[src/rtl/mmio_port_responder_pkg.sv]
// Shared definitions for the MMIO port responder:
// register offsets, STATUS bit positions and TX state encoding.
package mmio_port_responder_pkg;

  localparam logic [3:0] OFF_PORT_OUT = 4'h0;
  localparam logic [3:0] OFF_PORT_IN  = 4'h4;
  localparam logic [3:0] OFF_TX_DATA  = 4'h8;
  localparam logic [3:0] OFF_STATUS   = 4'hC;

  localparam int STAT_BUSY = 0;
  localparam int STAT_OVR  = 1;

  typedef enum logic [1:0] {
    TX_IDLE  = 2'd0,
    TX_START = 2'd1,
    TX_DATA  = 2'd2,
    TX_STOP  = 2'd3
  } tx_state_e;

  function automatic logic [1:0] word_of(input logic [3:0] off);
    return off[3:2];
  endfunction

endpackage

[src/rtl/mmio_port_responder_uart_tx_core.sv]
// 8N1 serializer: start bit, 8 data bits LSB first, stop bit.
// TxD comes straight from a flop so the line never glitches.
module uart_tx_core
  import mmio_port_responder_pkg::*;
#(
  parameter int CLKS_PER_BIT = 16
) (
  input  logic       clk,
  input  logic       reset,
  input  logic       start,
  input  logic [7:0] data,
  output logic       txd,
  output logic       busy
);

  localparam logic [15:0] LAST = 16'(CLKS_PER_BIT - 1);

  tx_state_e   state, state_n;
  logic [15:0] cnt, cnt_n;
  logic [2:0]  idx, idx_n;
  logic [7:0]  sh, sh_n;
  logic        txd_n;

  always_ff @(posedge clk or posedge reset) begin
    if (reset) begin
      state <= TX_IDLE;
      cnt   <= '0;
      idx   <= '0;
      sh    <= '0;
      txd   <= 1'b1;
    end else begin
      state <= state_n;
      cnt   <= cnt_n;
      idx   <= idx_n;
      sh    <= sh_n;
      txd   <= txd_n;
    end
  end

  // txd_n is the line level for the cycle after this edge
  always_comb begin
    state_n = state;
    cnt_n   = cnt;
    idx_n   = idx;
    sh_n    = sh;
    txd_n   = txd;
    unique case (state)
      TX_IDLE: begin
        txd_n = 1'b1;
        if (start) begin
          sh_n    = data;
          cnt_n   = '0;
          txd_n   = 1'b0;
          state_n = TX_START;
        end
      end
      TX_START: begin
        if (cnt == LAST) begin
          cnt_n   = '0;
          idx_n   = '0;
          txd_n   = sh[0];
          state_n = TX_DATA;
        end else begin
          cnt_n = cnt + 16'd1;
        end
      end
      TX_DATA: begin
        if (cnt == LAST) begin
          cnt_n = '0;
          if (idx == 3'd7) begin
            idx_n   = '0;
            txd_n   = 1'b1;
            state_n = TX_STOP;
          end else begin
            idx_n = idx + 3'd1;
            sh_n  = {1'b0, sh[7:1]};
            txd_n = sh[1];
          end
        end else begin
          cnt_n = cnt + 16'd1;
        end
      end
      TX_STOP: begin
        if (cnt == LAST) begin
          cnt_n   = '0;
          state_n = TX_IDLE;
        end else begin
          cnt_n = cnt + 16'd1;
        end
      end
      default: state_n = TX_IDLE;
    endcase
  end

  assign busy = (state != TX_IDLE);

endmodule

[src/rtl/mmio_port_responder.sv]
// Memory-mapped GPIO + UART transmitter window on the MEM stage bus.
// Loads are combinational; stores land on the rising edge.
module mmio_port_responder
  import mmio_port_responder_pkg::*;
#(
  parameter logic [31:0] BASE_ADDR    = 32'h1001_0100,
  parameter int          CLKS_PER_BIT = 16
) (
  input  logic        clk,
  input  logic        reset,
  input  logic        MemWrite,
  input  logic        MemRead,
  input  logic [31:0] Address,
  input  logic [31:0] WriteData,
  output logic [31:0] ReadData,
  output logic        Hit,
  input  logic [7:0]  PortIn,
  output logic [31:0] PortOut,
  output logic        TxD,
  output logic        TxBusy
);

  logic [7:0]  sync1, sync2;
  logic        overrun;
  logic        wr;
  logic        sel_out, sel_in, sel_tx, sel_st;
  logic        tx_start, ovr_set, ovr_clr;
  logic [31:0] status;
  logic        unused;

  assign unused = ^Address[1:0];

  assign Hit     = (Address[31:4] == BASE_ADDR[31:4]);
  assign wr      = MemWrite & Hit;
  assign sel_out = (Address[3:2] == word_of(OFF_PORT_OUT));
  assign sel_in  = (Address[3:2] == word_of(OFF_PORT_IN));
  assign sel_tx  = (Address[3:2] == word_of(OFF_TX_DATA));
  assign sel_st  = (Address[3:2] == word_of(OFF_STATUS));

  assign tx_start = wr & sel_tx & ~TxBusy;
  assign ovr_set  = wr & sel_tx & TxBusy;
  assign ovr_clr  = wr & sel_st & WriteData[STAT_OVR];

  always_ff @(posedge clk or posedge reset) begin
    if (reset) begin
      PortOut <= '0;
      sync1   <= '0;
      sync2   <= '0;
      overrun <= 1'b0;
    end else begin
      sync1 <= PortIn;
      sync2 <= sync1;
      if (wr && sel_out)
        PortOut <= WriteData;
      // a new overrun beats a simultaneous clear
      if (ovr_set)
        overrun <= 1'b1;
      else if (ovr_clr)
        overrun <= 1'b0;
    end
  end

  always_comb begin
    status            = '0;
    status[STAT_BUSY] = TxBusy;
    status[STAT_OVR]  = overrun;
  end

  always_comb begin
    ReadData = '0;
    if (MemRead && Hit) begin
      unique case (1'b1)
        sel_out: ReadData = PortOut;
        sel_in:  ReadData = {24'b0, sync2};
        sel_tx:  ReadData = '0;
        sel_st:  ReadData = status;
        default: ReadData = '0;
      endcase
    end
  end

  uart_tx_core #(
    .CLKS_PER_BIT(CLKS_PER_BIT)
  ) u_tx (
    .clk   (clk),
    .reset (reset),
    .start (tx_start),
    .data  (WriteData[7:0]),
    .txd   (TxD),
    .busy  (TxBusy)
  );

endmodule
[config.mk]
export PLATFORM = sky130hd
export DESIGN_NAME = mmio_port_responder
export DESIGN_NICKNAME = d
export VERILOG_FILES = /design/src/rtl/mmio_port_responder_pkg.sv /design/src/rtl/mmio_port_responder_uart_tx_core.sv /design/src/rtl/mmio_port_responder.sv
export SDC_FILE = /design/constraint.sdc
export NUM_CORES = 1
export LEC_CHECK = 0
export BUFFER_PORTS_ARGS = -buffer_cell sky130_fd_sc_hd__clkbuf_2
export CAP_MARGIN = 20
export CORE_ASPECT_RATIO = 1.2
export CORE_MARGIN = 10
export CORE_UTILIZATION = 49
export CTS_CLUSTER_DIAMETER = 150
export DETAILED_ROUTE_END_ITERATION = 10
export PLACE_DENSITY = 0.88
export SLEW_MARGIN = 20
export SYNTH_ARGS = -nofsm -noshare
export SYNTH_HDL_FRONTEND = slang
export SYNTH_SLANG_ARGS = --single-unit
[constraint.sdc]
create_clock -name clk -period 3.1 [get_ports clk]
set_clock_uncertainty 0.15 [all_clocks]
set_input_delay 0.62 -clock clk [delete_from_list [all_inputs] [get_ports clk]]
set_output_delay 0.62 -clock clk [all_outputs]
set_load 0.01 [all_outputs]
After elaboration in Yosys (flattened, before gate mapping)
Index checks and enable logic that the tools add are counted.

operators by class
  add/sub/neg operators = 2
  multipliers = 0
  div/mod/pow operators = 0
  order comparisons = 0
  eq/ne operators = 15
  shifts and indexed selects = 0
  mux-type cells = 26
  bitwise logic cells = 7
  reductions and logical operators = 14

operators with widths
  cell                                                   count
  case mux 32 bit (3 select lines)                       1
  2-to-1 mux 16 bit                                      2
  2-to-1 mux 32 bit                                      1
  case mux 16 bit (2 select lines)                       1
  equality test 28 x 25 -> 1 bit, second input constant  1
  2-to-1 mux 8 bit                                       3
  adder 16 x 1 -> 16 bit, second input constant          1
  equality test 16 x 4 -> 1 bit, second input constant   1
  case mux 8 bit (2 select lines)                        1
  2-to-1 mux 2 bit                                       5
  2-to-1 mux 3 bit                                       3
  equality test 2 bit, second input constant             4
  != test 2 x 1 -> 1 bit, second input constant          4
  case mux 2 bit (4 select lines)                        1
  nonzero test 2 bit                                     4
  AND 1 bit                                              6
  2-to-1 mux 1 bit                                       6
  case mux 3 bit (2 select lines)                        1
  AND reduction 3 bit                                    2
  AND reduction 5 bit                                    1
  equality test 2 x 1 -> 1 bit, second input constant    2
  logical NOT 2 bit                                      2
  != test 2 bit, second input constant                   2
  AND reduction 4 bit                                    1
  7 further kinds                                        8

storage, ports and cells
  register bits = 79
  latch bits = 0
  memory bits (writable) = 0
  ROM bits = 0
  input bits = 76
  output and inout bits = 67
  logic and storage cells = 73
  memories kept = 0

Longest topological paths before layout
Gate-level depths: netlist (run 1).

  depth after elaboration = 6
  depth in mapped cells = 8
  depth with buffers taken out = 6

By module
A second synthesis (run 1) with hierarchy kept.

second synthesis, totals
  cells, all modules = 351
  area total of the unflattened synthesis = 4206.5 µm²

by module, submodules not included
  module               instances  cells each  area each (µm²)  seq. area each (µm²)
  mmio_port_responder  1          160         2301.0           1226.2
  uart_tx_core         1          191         1905.6           752.0

Worst setup path before layout (run 1)
Ideal clock, no wire load.

  path type = input to output
  from = input Address[5]
  to = output ReadData[11]
  data arrival time = 2.158 ns
  required time = 2.330 ns
  slack = 0.172 ns
  stages on the path = 7
  path buffers = 2
  cell sequence = nor4_1 > nand4_1 > or4_1 > clkbuf_1 > nor2_2 > clkbuf_2 > and2_1

between the ends
  longest elaborated chain between the ends = 3

RTL lines
  what                            line                       source
  from (decl)                     mmio_port_responder.sv:13  input logic [31:0] Address,
  equality test 28 x 25 -> 1 bit  mmio_port_responder.sv:33  assign Hit = (Address[31:4] == BASE_ADDR[31:4]);
  logical AND 1 bit               mmio_port_responder.sv:71  if (MemRead && Hit) begin
  2-to-1 mux 32 bit               mmio_port_responder.sv:71
  to (decl)                       mmio_port_responder.sv:15  output logic [31:0] ReadData,

Every way passes these cells.

Worst setup path in the final report (run 1)
  from = input Address[14]
  to = output ReadData[27]

The elaborated chain is that of the path after synthesis.

==> flow_results.xml, run 1 <==
<?xml version="1.0" encoding="UTF-8"?>
<metrics>
  <group name="finish">
    <metric name="antenna-diode-count" unit="">0</metric>
    <metric name="drive_above_1_share" unit="%">47.0</metric>
    <metric name="stdcell_area" unit="µm²">4840</metric>
    <metric name="area.growth.synth_to_final" unit="%">28.0</metric>
    <metric name="layout.filler_cells" unit="">608</metric>
    <metric name="finalNetCount" unit="">552</metric>
  </group>
  <group name="sta">
    <metric name="post-route-period-util" unit="%">98.0</metric>
    <metric name="finalCriticalPeriod" unit="ps">3040</metric>
    <metric name="final-max-slew-violation-count" unit="">0</metric>
    <metric name="final_critical_path_setup_slack" unit="ps">61.6</metric>
    <metric name="number_of_hold_violations_in_the_final_report" unit="">0</metric>
    <metric name="timing.slew.headroom" unit="%">47.8</metric>
    <metric name="grt_setup_unrepaired" unit="">yes</metric>
    <metric name="setup_viol_count_final" unit="">0</metric>
    <metric name="maxClockFrequency" unit="MHz">329</metric>
    <metric name="worst_slew_pin_slew" unit="ps">773</metric>
  </group>
  <group name="pwr">
    <metric name="net-switching-power" unit="mW">0.487</metric>
    <metric name="ir_drop" unit="V">0.000465</metric>
    <metric name="p_int" unit="mW">1.54</metric>
    <metric name="seqPwrFrac" unit="%">54.4</metric>
    <metric name="power_per_cell_area" unit="nW/µm²">418</metric>
    <metric name="switching_share" unit="%">24.1</metric>
    <metric name="power_frac_comb" unit="%">6.7</metric>
    <metric name="finalPower" unit="mW">2.02</metric>
    <metric name="leakagePower" unit="nW">2.53</metric>
    <metric name="power.clock.fraction" unit="%">38.9</metric>
  </group>
  <group name="grt">
    <metric name="maximum_number_of_pins_on_one_net_before_global_route_repair" unit="">50</metric>
    <metric name="number_of_antenna_violations_at_the_first_check_in_global_routing" unit="">0</metric>
    <metric name="gr-total-overflow" unit="">0</metric>
    <metric name="grt_util_all_layers" unit="%">17.0</metric>
    <metric name="wire_length_of_the_first_global_routing_pass" unit="mm">15.9</metric>
    <metric name="grt_pass1_vias" unit="">3128</metric>
  </group>
  <group name="yosys">
    <metric name="synth-edff-count" unit="">0</metric>
    <metric name="synthFlopType" unit="">dfrtp_1</metric>
    <metric name="netlist.area_leader.share" unit="%">51.6</metric>
    <metric name="synth_nets" unit="">410</metric>
    <metric name="synth_top_cells_by_area" unit="">dfrtp_1 52%, mux2_2 14%, and2_1 4.0%</metric>
    <metric name="synthesis.area_per_instance" unit="µm²">11.6</metric>
    <metric name="synthDominantAreaCellType" unit="">dfrtp_1</metric>
    <metric name="syn_area" unit="µm²">3780</metric>
    <metric name="ys_ff_latch" unit="">79</metric>
    <metric name="synthDistinctLibCells" unit="">49</metric>
    <metric name="ys_seq_area_share" unit="%">52.3</metric>
    <metric name="syn_warnings" unit="">0</metric>
    <metric name="synthCells" unit="">325</metric>
    <metric name="synth-async-reset-ratio" unit="%">100</metric>
  </group>
  <group name="critical_path">
    <metric name="crit_required" unit="ps">2330</metric>
    <metric name="path_max_fanout" unit="">24</metric>
    <metric name="setup.worst_path.start_class" unit="">primary input</metric>
    <metric name="critical_path_sink_type" unit="">output port</metric>
    <metric name="critical_path_class" unit="">in -&gt; out</metric>
    <metric name="critical_path_arrival" unit="ps">2270</metric>
  </group>
  <group name="place">
    <metric name="preCtsSetupSlack" unit="ps">-23.7</metric>
    <metric name="dpl_cell_area" unit="µm²">4600</metric>
    <metric name="io_buffer_count" unit="">140</metric>
    <metric name="post-dp-hpwl" unit="mm">8.01</metric>
    <metric name="finalWeightedCongestion" unit="">0.843</metric>
  </group>
  <group name="die">
    <metric name="initial_core_util" unit="%">49.6</metric>
    <metric name="coreArea" unit="µm²">7620</metric>
    <metric name="chipHeight" unit="µm">116</metric>
    <metric name="floorplan.io_pins" unit="">143</metric>
    <metric name="width_of_the_die" unit="µm">100</metric>
    <metric name="die_outline_area" unit="µm²">11600</metric>
    <metric name="floorplan.rows" unit="">35</metric>
  </group>
  <group name="routing">
    <metric name="route.final.wire_length" unit="mm">10.3</metric>
    <metric name="routed_via_density" unit="">5.49</metric>
    <metric name="firstDrtPassIters" unit="">4</metric>
    <metric name="dr_iter_0_viols" unit="">165</metric>
    <metric name="remaining_drc_errors" unit="">0</metric>
    <metric name="vias" unit="">3099</metric>
    <metric name="postRouteAntennaNets" unit="">0</metric>
    <metric name="routedWlPerCell" unit="µm">18.2</metric>
  </group>
  <group name="clock_network">
    <metric name="cts_made_buffers" unit="">9</metric>
    <metric name="cts_tree" unit="">built</metric>
    <metric name="htreeDepth" unit="">3</metric>
    <metric name="clock_tree.root_cell" unit="">clkbuf_8</metric>
    <metric name="cts_sinks" unit="">79</metric>
    <metric name="cts.reportedPaths.clkPinSlew" unit="ps">90</metric>
    <metric name="cts_hold_buffers" unit="">0</metric>
    <metric name="cts_buffer_depth" unit="">2</metric>
    <metric name="post-cts-setup-buffers" unit="">0</metric>
    <metric name="insertion_delay" unit="ps">350</metric>
  </group>
  <group name="status">
    <metric name="outcome" unit="">finished clean</metric>
  </group>
  <group name="hold_path">
    <metric name="holdCritPathClass" unit="">in -&gt; async</metric>
  </group>
  <group name="flow_run">
    <metric name="drv_cap" unit="">0</metric>
  </group>
</metrics>
[power by group through the flow]
stage	Sequential (mW)	Clock [mW]	Combinational [mW]
6_report	1.10	0.787	0.135
5_1_grt	1.10	0.853	0.151
4_1_cts	1.10	0.806	0.135
3_5_place_dp	1.12	0	0.134
3_3_place_gp	1.12	0	0.128
2_1_floorplan	1.11	0	0.0707
[registers in the layout (all words and copies together), names as in the netlist]
signal and count:
overrun 1, u_tx.cnt 16, u_tx.txd 1, u_tx.sh 8
PortOut 32, u_tx.state 2, sync2 8, u_tx.idx 3
sync1 8
[logic make-up (layout without fill, tap and decap cells)]
kind of cell | Yosys count | count (layout) | share of synthesized area (%)
mux | 57 | 57 | 16.7
compound gates | 54 | 54 | 9.53
fa+ha+maj | 9 | 9 | 2.98
flops | 79 | 79 | 52.3
simple gates | 99 | 99 | 15.2
buf+inv | 27 | 174 | 3.31
[cell usage after synthesis, types with 2 or more instances]
master and n:
clkbuf_1 8, and2_1 24, mux2_1 2, nor4b_1 2, or4_1 2, a31oi_1 7, mux2i_1 8, nor4b_2 2
a21oi_1 2, mux2_2 47, clkbuf_2 2, ha_1 9, and3_1 3, nand3_1 12, nand2_1 10, nor2_1 21
nand4_1 2, nand2b_1 2, inv_1 9, dfrtp_1 78, or2_1 2, o41ai_1 2, o21ai_1 2, buf_2 2
buf_4 3, o21ai_0 19, nor4_1 6, nor3_1 3, buf_1 2, nor2b_1 2, o31ai_1 12
[layer usage]
layer	share of wire, %	track usage [%]
met5	0	0
met4	2.7	6.60
met3	8.9	6.33
met2	51	30.0
met1	38	17.9
[final cells by class]
type	count	area [µm²]	area share [%]
sequential	79	1980	40.9
tap	92	115	2.38
clock buffer	9	124	2.56
clock inverter	7	80.1	1.65
timing repair buffer	149	808	16.7
inverter	9	33.8	0.698
multi-input combinational	219	1700	35.2
[per-stage QoR]
step | hold slack, ps | cells | util (%) | setup TNS [ps]
3_5_place_dp | 186 | 548 | 60.4 | -24.4
4_1_cts | 178 | 564 | 63.1 | 0
2_1_floorplan | 181 | 325 | - | 0
3_3_place_gp | 183 | 548 | 60.4 | 0
6_report | 175 | 564 | 63.5 | 0
5_1_grt | 204 | 564 | 63.5 | -88.9
[timing repair]
item | 4_1_cts | 5_1_grt
resized for setup | 1 | 18
pin swaps | 0 | 1
setup endpoints to repair | 4 | 24
[placed cells by master (no fill, tap or decap), types with 2 or more instances in the layout]
master    count
nand3_1      12
mux2_2       47
dfrtp_1      78
and3_1        3
a21oi_1       2
o21ai_0      19
nor4_1        6
buf_6         2
mux2_1        2
inv_6         2
inv_1         8
nand2b_1      2
nand2_1      10
nor4b_2       2
o31ai_1      12
buf_4         8
and2_1       24
nor2_1       21
nor4b_4       2
ha_1          9
clkbuf_2    128
clkbuf_8      9
nor2b_1       2
buf_12        2
mux2i_1       8
o21ai_1       2
nor3_1        3
or2_1         2
o41ai_1       2
buf_2         9
nand4_1       2
a31oi_1       7
[critical path: stages]
cell and delay (ps):
clkbuf_2 90, nor4b_2 270, nand4_1 150, or4_4 540
nor2_4 120, buf_12 150, and2_1 190, buf_6 130
[path summary, 6_finish.rpt]
path,slack [ps],cells after the start,end,from
min in group clk,200,0,sync2[6],sync1[6]
worst min register to register,200,0,sync2[6],sync1[6]
worst max-delay path,60,8,ReadData[27],Address[14]
worst max register to register,590,6,u_tx.sh[3],u_tx.cnt[0]
max in group asynchronous,2130,3,PortOut[29],reset
worst min-delay path,170,3,sync1[2],reset
No activity file was read; power rests on OpenSTA's default activity.
==> inputs of run 2 (changes only) <==
- CORE_UTILIZATION: 49 -> 25
- HOLD_SLACK_MARGIN: default -> 0.1
- PLACE_DENSITY: 0.88 -> 0.48
==> flow_results.xml, run 2 (synthesis gave the netlist of run 1 again) <==
<?xml version="1.0" encoding="UTF-8"?>
<metrics>
  <group name="sta">
    <metric name="post-route-period-util" unit="%">98.1</metric>
    <metric name="finalCriticalPeriod" unit="ps">3040</metric>
    <metric name="timing.slew.headroom" unit="%">56.2</metric>
    <metric name="setup_viol_count_final" unit="">0</metric>
    <metric name="number_of_hold_violations_in_the_final_report" unit="">0</metric>
    <metric name="maxClockFrequency" unit="MHz">329</metric>
    <metric name="worst_slew_pin_slew" unit="ps">648</metric>
    <metric name="final-max-slew-violation-count" unit="">0</metric>
    <metric name="grt_setup_unrepaired" unit="">yes</metric>
    <metric name="final_critical_path_setup_slack" unit="ps">57.9</metric>
  </group>
  <group name="finish">
    <metric name="area.growth.synth_to_final" unit="%">35.2</metric>
    <metric name="largest_register_ff_count" unit="">32</metric>
    <metric name="layout_top_registers" unit="">PortOut x32, u_tx.cnt x16</metric>
    <metric name="layout.filler_cells" unit="">1533</metric>
    <metric name="antenna-diode-count" unit="">0</metric>
    <metric name="finalNetCount" unit="">552</metric>
    <metric name="post-route-util" unit="%">34.3</metric>
    <metric name="final_cell_mix" unit="">114 x clkbuf_2, 78 x dfrtp_1, 47 x mux2_2</metric>
    <metric name="regArea" unit="µm²">1980</metric>
    <metric name="layout_commonest_cell" unit="">clkbuf_2</metric>
    <metric name="drive_above_1_share" unit="%">47.7</metric>
    <metric name="multi_input_combinational_cell_area" unit="µm²">1720</metric>
    <metric name="largest-register" unit="">PortOut</metric>
  </group>
  <group name="place">
    <metric name="post-dp-hpwl" unit="mm">8.15</metric>
    <metric name="finalWeightedCongestion" unit="">0.777</metric>
    <metric name="io_buffer_count" unit="">140</metric>
    <metric name="preCtsSetupSlack" unit="ps">-128</metric>
  </group>
  <group name="grt">
    <metric name="number_of_antenna_violations_at_the_first_check_in_global_routing" unit="">0</metric>
    <metric name="maximum_number_of_pins_on_one_net_before_global_route_repair" unit="">80</metric>
    <metric name="grt_pass1_vias" unit="">3287</metric>
    <metric name="wire_length_of_the_first_global_routing_pass" unit="mm">17.7</metric>
    <metric name="gr-total-overflow" unit="">0</metric>
    <metric name="grt_util_all_layers" unit="%">10.6</metric>
  </group>
  <group name="die">
    <metric name="chipHeight" unit="µm">155</metric>
    <metric name="floorplan.rows" unit="">49</metric>
    <metric name="die_outline_area" unit="µm²">20500</metric>
    <metric name="width_of_the_die" unit="µm">132</metric>
    <metric name="coreArea" unit="µm²">14900</metric>
    <metric name="floorplan.io_pins" unit="">143</metric>
    <metric name="initial_core_util" unit="%">25.4</metric>
  </group>
  <group name="routing">
    <metric name="remaining_drc_errors" unit="">0</metric>
    <metric name="vias" unit="">3087</metric>
    <metric name="route.final.wire_length" unit="mm">10.6</metric>
    <metric name="routed_via_density" unit="">4.57</metric>
    <metric name="dr_iter_0_viols" unit="">108</metric>
    <metric name="postRouteAntennaNets" unit="">0</metric>
    <metric name="routedWlPerCell" unit="µm">15.8</metric>
    <metric name="firstDrtPassIters" unit="">4</metric>
  </group>
  <group name="clock_network">
    <metric name="cts_made_buffers" unit="">9</metric>
    <metric name="insertion_delay" unit="ps">340</metric>
    <metric name="cts_hold_buffers" unit="">0</metric>
    <metric name="cts_buffer_depth" unit="">2</metric>
    <metric name="cts.reportedPaths.clkPinSlew" unit="ps">60</metric>
    <metric name="cts_sinks" unit="">79</metric>
    <metric name="clock_tree.root_cell" unit="">clkbuf_16</metric>
    <metric name="cts_tree" unit="">built</metric>
    <metric name="htreeDepth" unit="">3</metric>
  </group>
  <group name="critical_path">
    <metric name="critical_path_arrival" unit="ps">2270</metric>
    <metric name="path_max_fanout" unit="">24</metric>
    <metric name="path_delay_family" unit="">simple AND/OR/NAND/NOR gates</metric>
    <metric name="crit_required" unit="ps">2330</metric>
    <metric name="setup.worst_path.start_class" unit="">primary input</metric>
    <metric name="critPathBufInv" unit="">3</metric>
    <metric name="crit_path_cell_trace" unit="">clkbuf_2, nor4b_2, nand4_1, or4_4, nor2_4, buf_12, and2_1, buf_2</metric>
    <metric name="critical_path.slowest_cell" unit="">or4_4</metric>
    <metric name="critical_path_class" unit="">in -&gt; out</metric>
    <metric name="critical_path_sink_type" unit="">output port</metric>
    <metric name="cpPeakStageDelay" unit="ps">560</metric>
  </group>
  <group name="pwr">
    <metric name="seqPwrFrac" unit="%">47.2</metric>
    <metric name="power.clock.fraction" unit="%">46.8</metric>
    <metric name="leakagePower" unit="nW">2.59</metric>
    <metric name="finalPower" unit="mW">2.33</metric>
    <metric name="ir_drop" unit="V">0.000192</metric>
    <metric name="p_int" unit="mW">1.79</metric>
    <metric name="power_per_cell_area" unit="nW/µm²">455</metric>
    <metric name="power_frac_comb" unit="%">6.0</metric>
    <metric name="switching_share" unit="%">23.1</metric>
    <metric name="net-switching-power" unit="mW">0.537</metric>
  </group>
  <group name="status">
    <metric name="outcome" unit="">finished clean</metric>
  </group>
  <group name="hold_path">
    <metric name="holdCritPathClass" unit="">in -&gt; async</metric>
  </group>
  <group name="flow_run">
    <metric name="drv_cap" unit="">0</metric>
  </group>
</metrics>
run 2: changes by cell type in the layout (fill, tap and decap cells not counted), sizes merged:
cell      delta
buf         +14
clkbuf      -14
clkinvlp     +1
inv          -1
run 2: worst min-delay path, cell delays in order:
cell	delay, ps
clkbuf_2	90
clkinv_2	50
buf_12	330
run 2: worst paths after layout:
kind | from | to | slack, ps | cells after the start
worst min register to register | sync1[4] | sync2[4] | 200 | 0
min in group clk | sync1[4] | sync2[4] | 200 | 0
worst max register to register | u_tx.cnt[0] | u_tx.sh[3] | 570 | 6
worst min-delay path | reset | sync1[2] | 180 | 3
worst max-delay path | Address[6] | ReadData[24] | 60 | 8
max in group asynchronous | reset | u_tx.txd | 2260 | 3
run 2: power groups by stage:
stage                     Sequential, mW  Clock [mW]  Combinational [mW]
after detailed placement            1.12           0               0.138
final                               1.10        1.09               0.139
after global placement              1.12           0               0.133
after CTS                           1.10        1.13               0.139
after floorplan                     1.11           0              0.0707
after global routing                1.10        1.17               0.159
run 2: per-stage QoR:
| stage | cells | instance area [µm²] | hold slack [ps] | setup TNS, ps |
|---|---|---|---|---|
| 2_1_floorplan | 325 | 3780 | 181 | 0 |
| 3_3_place_gp | 659 | 4730 | 182 | -398 |
| 3_5_place_dp | 659 | 4730 | 185 | -2850 |
| 4_1_cts | 676 | 5060 | 200 | 0 |
| 5_1_grt | 676 | 5110 | 204 | -512 |
| 6_report | 676 | 5110 | 176 | 0 |
run 2: per-layer routing:
metal	GRT usage [%]	share of wire (%)	up-vias
met3	3.63	7.5	20
met2	17.5	48	125
met5	0	0	-
li1	-	-	1454
met1	12.6	43	1488
met4	3.88	1.8	0
run 2: timing repair:
action / 4_1_cts / 5_1_grt
cloned: 0 / 0
endpoints found under the setup margin: 28 / 24
pin swaps: 1 / 2
hold endpoints to repair: 0 / 0
gates resized for setup: 3 / 33
buffers inserted: 1 / 0
run 2: area by class of cell:
class / instances / area share (%)
Clock inverter: 7 / 1.57
Clock buffer: 9 / 4.40
Inverter: 9 / 0.685
Multi-Input combinational cell: 219 / 33.7
Tap cell: 204 / 4.99
Sequential cell: 79 / 38.7
Timing Repair Buffer: 149 / 16.0
